`config.mk`:
```
export PLATFORM = sky130hd
export DESIGN_NAME = rom_port_arbiter
export DESIGN_NICKNAME = d
export VERILOG_FILES = /design/src/rtl/rom_port_arbiter.sv
export SDC_FILE = /design/constraint.sdc
export NUM_CORES = 1
export LEC_CHECK = 0
export ABC_CLOCK_PERIOD_IN_PS = 2850
export BUFFER_PORTS_ARGS = -buffer_cell sky130_fd_sc_hd__buf_2
export CORE_AREA = 2 2 79 81
export CTS_BUF_LIST = sky130_fd_sc_hd__clkbuf_8
export CTS_CLUSTER_DIAMETER = 50
export CTS_CLUSTER_SIZE = 40
export DETAILED_ROUTE_END_ITERATION = 6
export DIE_AREA = 0 0 81 83
export PLACE_DENSITY = 0.82
export SETUP_SLACK_MARGIN = 0.4
export SYNTH_ARGS = -nofsm -noshare
export SYNTH_HDL_FRONTEND = slang
export SYNTH_SLANG_ARGS = --single-unit
```
`constraint.sdc`:
```
create_clock -name clk -period 2.85 [get_ports clk]
set_clock_uncertainty 0.05 [all_clocks]
set_input_delay 0.57 -clock clk [delete_from_list [all_inputs] [get_ports clk]]
set_output_delay 0.57 -clock clk [all_outputs]
set_load 0.03 [all_outputs]
```
`src/rtl/rom_port_arbiter.sv`:
```
// Two-port round-robin arbiter in front of a single-cycle instruction ROM.
// Fetch port m0 and loader/debug port m1 share one ROM read per cycle.
module rom_port_arbiter #(
  parameter int DEPTH = 10024
) (
  input  logic        clk,
  input  logic        rst_n,
  input  logic        hold,
  input  logic        m0_flush,
  input  logic        m0_req,
  input  logic [31:0] m0_addr,
  output logic        m0_gnt,
  output logic        m0_rvalid,
  output logic [31:0] m0_rdata,
  output logic        m0_rerr,
  input  logic        m1_req,
  input  logic [31:0] m1_addr,
  output logic        m1_gnt,
  output logic        m1_rvalid,
  output logic [31:0] m1_rdata,
  output logic        m1_rerr,
  output logic        rom_ce,
  output logic [31:0] rom_addr,
  input  logic [31:0] rom_inst
);

  localparam logic        CHIP_ENABLE  = 1'b1;
  localparam logic        CHIP_DISABLE = 1'b0;
  localparam logic [31:0] DEPTH_W      = 32'(DEPTH);

  // Handshake: a request is accepted in the cycle where req && gnt; the
  // response (rvalid) follows exactly one unstalled cycle later.
  logic        pending;
  logic        owner;     // 0 = m0, 1 = m1
  logic        err;
  logic        last_gnt;  // id of the most recently granted port
  logic [31:0] rom_addr_q;

  logic        any_gnt;
  logic [31:0] gnt_addr;
  logic        gnt_err;
  logic        flush_kill;
  logic        resp;
  logic [31:0] resp_data;

  always_comb begin
    m0_gnt = 1'b0;
    m1_gnt = 1'b0;
    if (rst_n && !hold) begin
      if (m0_req && m1_req) begin
        // Tie goes to whoever was not served last.
        if (last_gnt) m0_gnt = 1'b1;
        else          m1_gnt = 1'b1;
      end else begin
        m0_gnt = m0_req;
        m1_gnt = m1_req;
      end
    end
  end

  assign any_gnt    = m0_gnt | m1_gnt;
  assign gnt_addr   = m1_gnt ? m1_addr : m0_addr;
  assign gnt_err    = (gnt_addr[1:0] != 2'b00) || ((gnt_addr >> 2) >= DEPTH_W);
  assign flush_kill = pending && !owner && m0_flush;
  assign resp       = pending && !hold && !flush_kill;
  assign resp_data  = err ? 32'h0 : rom_inst;

  assign m0_rvalid = resp && !owner;
  assign m1_rvalid = resp && owner;
  assign m0_rerr   = m0_rvalid && err;
  assign m1_rerr   = m1_rvalid && err;
  assign m0_rdata  = m0_rvalid ? resp_data : 32'h0;
  assign m1_rdata  = m1_rvalid ? resp_data : 32'h0;

  assign rom_ce   = (pending && !err && !hold) ? CHIP_ENABLE : CHIP_DISABLE;
  assign rom_addr = rom_addr_q;

  always_ff @(posedge clk or negedge rst_n) begin
    if (!rst_n) begin
      pending    <= 1'b0;
      owner      <= 1'b0;
      err        <= 1'b0;
      last_gnt   <= 1'b1;
      rom_addr_q <= 32'h0;
    end else if (any_gnt) begin
      pending    <= 1'b1;
      owner      <= m1_gnt;
      err        <= gnt_err;
      last_gnt   <= m1_gnt;
      rom_addr_q <= gnt_addr;
    end else if (flush_kill || !hold) begin
      // Either the response was just delivered or a flush discarded it.
      pending <= 1'b0;
    end
  end

endmodule

```
==> metrics.txt <==
row cnt 28; Vias/cell roughly 5; Crit Path Max Fanout 34; antenna viol nets, final 0; initial DRC count 92; Setup Buffers After CTS 0; Worst-Skew Late Latency around 0.28 ns; CTS tree yes; CP startpoint hold; Final Hold Viols 0; Synth warnings 0; CP endpoint m0_rdata[6]; r2r setup slk about 1.2 ns; PwrDens roughly 470 nW/um2; Syn Area/Cell roughly 7.4 um2; FF-to-FF End rom_addr[17]; HPWL Detailed 6.46 mm; die span in x between 80 and 90 um; fmax around 430 MHz; All-Layer GR Usage 0.226; setup ws final 0.497 ns; initial core utilization 0.384; FF-to-FF path depth 5; CTS Sinks 36; RR Startpoint last_gnt; Seq cells post-synth 36; WP data arrival roughly 1.7 ns; LEAKAGE 0.00193 uW; post-synthesis sequential area ratio 0.404; Max-Cap Viols 0; max-slew violations 0; largest net degree at the start of global routing 38; total power 1640 uW; Synth Instances ~300; vias in the first global route approximately 2600; via count 2870; CTS root buffer clkbuf_8; Clock power frac 0.299; DP Cell Count approximately 570; Setup CP Type in -> out; Slew @ Worst Pin about 0.46 ns; DRC viols 0; Seq pwr share 0.388; Finished Layout Cells between 500 and 600; CTS buffer count 5; Die Ht 83 um; total grt overflow 0; Switching Fraction 0.342; # setup viols final 0; global-route wire length before repair roughly 12 mm; Unique masters post-synth 29; total length of routed wires between 7 and 8 mm; worst hold path type in -> async; crit end category output pin; Critical Path RT approximately 2.2 ns; Fillers 538; Netlist Area Pre-Place approximately 2200 um2; H-tree depth 2; Routed wire per std cell roughly 14 um; port buffer count just over 200; Ant. Diodes 0; layout cell share with drive strength beyond 1 0.450; area delta synth->final 55.2%; combinational fraction of design power 0.313; Max Root-Sink Buffers 2; Die Area about 6700 um2; RePlAce Congestion roughly 0.80; register area 902 um2; Core Area approximately 5800 um2; status completed; hold_ws between 0.3 and 0.4 ns; RSZ-0062 raised after global routing false; Worst VDD drop about 330 uV; P_int about 1100 uW; post-place setup slack 0.467 ns; Final #Nets 599; clock-pin slew on the worst setup and hold paths 0.08 ns; antenna violations before repair 0; Worst setup SP type input pin; DRT Pass-1 Iters 4; post-synth net total between 400 and 500; area of the multi-input gates about 1200 um2; Psw between 500 and 600 uW; Period Utilization, post-route 0.825; Slew headroom 0.694; Setup TNS Final 0 ns; # IOs 205; Tmin final 2.35 ns
## sequential cells by signal (all words and copies together) (netlist names)
register and cells:
rom_addr 32, err 1, last_gnt 1, owner 1, pending 1
## critical path: stages
cell      delay (ns)
buf_2           0.12
nand2b_1        0.16
or3_1           0.33
buf_6           0.20
nor2_1          0.13
buf_2           0.21
## power groups by stage
stage	combinational, uW	clock (uW)	sequential, uW
4_1_cts	517	500	637
3_5_place_dp	518	0	644
3_3_place_gp	504	0	644
6_report	514	491	637
2_1_floorplan	147	0	798
5_1_grt	555	528	649
## kinds of logic (layout without fill, tap and decap cells)
| logic type | after synthesis | after routing | share of synthesized area |
|---|---|---|---|
| flip-flops | 36 | 36 | 0.404 |
| multiplexers | 29 | 29 | 0.130 |
| buffers and inverters | 28 | 224 | 0.0522 |
| AND/OR/NAND/NOR | 163 | 163 | 0.298 |
| AO/OA/AOI/OAI | 46 | 46 | 0.116 |
## layer usage
metal	global-route usage	up-vias	share of wire
met5	0	-	0
met4	0.0447	0	0.0083
met3	0.0511	6	0.097
met2	0.415	141	0.51
met1	0.265	1328	0.38
li1	-	1395	-
## cells in the final DEF (no fill, tap or decap), types with 3 or more instances in the layout
| cell type | netlist | final |
|---|---|---|
| buf_2 | 3 | 203 |
| nor2_1 | 102 | 102 |
| nand2_1 | 40 | 40 |
| dfrtp_1 | 35 | 35 |
| a21oi_1 | 31 | 31 |
| mux2i_1 | 29 | 29 |
| nor4_1 | 7 | 7 |
| clkbuf_8 | 0 | 7 |
| o21ai_0 | 6 | 6 |
| inv_1 | 5 | 5 |
| nand4_1 | 4 | 4 |
| a31oi_1 | 3 | 3 |
| buf_4 | 2 | 3 |
## repair_timing
item	in CTS	in global routing
endpoints found under the hold margin	0	0
setup endpoints to repair	0	5
hold buffers	0	0
gates resized for setup	0	3
## cells in the mapped netlist (all sizes together)
| cell | count | area share |
|---|---|---|
| a2111oi | 1 | 0.0039 |
| o21a | 2 | 0.0067 |
| a31oi | 3 | 0.0084 |
| o22ai | 1 | 0.0056 |
| nand2b | 1 | 0.0028 |
| nor3 | 1 | 0.0022 |
| buf | 6 | 0.015 |
| clkinv | 1 | 0.0017 |
| or3 | 1 | 0.0028 |
| nand2 | 40 | 0.067 |
| o21ai | 6 | 0.013 |
| nand4 | 4 | 0.011 |
| nor2 | 102 | 0.17 |
| clkbuf | 16 | 0.027 |
| a21oi | 31 | 0.070 |
| or4 | 2 | 0.0067 |
| inv | 5 | 0.0084 |
| o41ai | 1 | 0.0039 |
| a31o | 1 | 0.0039 |
| or2 | 1 | 0.0028 |
| nand3 | 2 | 0.0045 |
| dfstp | 1 | 0.012 |
| dfrtp | 35 | 0.39 |
| nand3b | 1 | 0.0034 |
| nor4 | 7 | 0.020 |
| mux2i | 29 | 0.13 |
| nor2b | 1 | 0.0028 |
## worst min-delay path by stage
| stage | endpoint | from | cells past startpoint | slack, ns |
|---|---|---|---|---|
| finish | rom_addr[11] | rst_n | 2 | 0.31 |
| global route | rom_addr[11] | rst_n | 2 | 0.35 |
| CTS | rom_addr[11] | rst_n | 2 | 0.32 |
| detailed placement | last_gnt | last_gnt | 2 | 0.45 |
| global placement | last_gnt | last_gnt | 2 | 0.45 |
| floorplan | err | rst_n | 0 | 0.22 |
## cell type report
| class | count | area share |
|---|---|---|
| clock buffer | 7 | 0.0278 |
| clock inverter | 1 | 0.00867 |
| inverter | 6 | 0.00650 |
| multi-input combinational | 238 | 0.353 |
| sequential | 36 | 0.260 |
| tap | 75 | 0.0271 |
| timing repair buffer | 210 | 0.317 |
## metrics by stage
step,cell area (um2),util
floorplan,2230,-
global placement,3330,0.572
detailed placement,3330,0.572
CTS,3450,0.594
global route,3460,0.596
finish,3460,0.596
No activity file was read; power rests on OpenSTA's default activity.
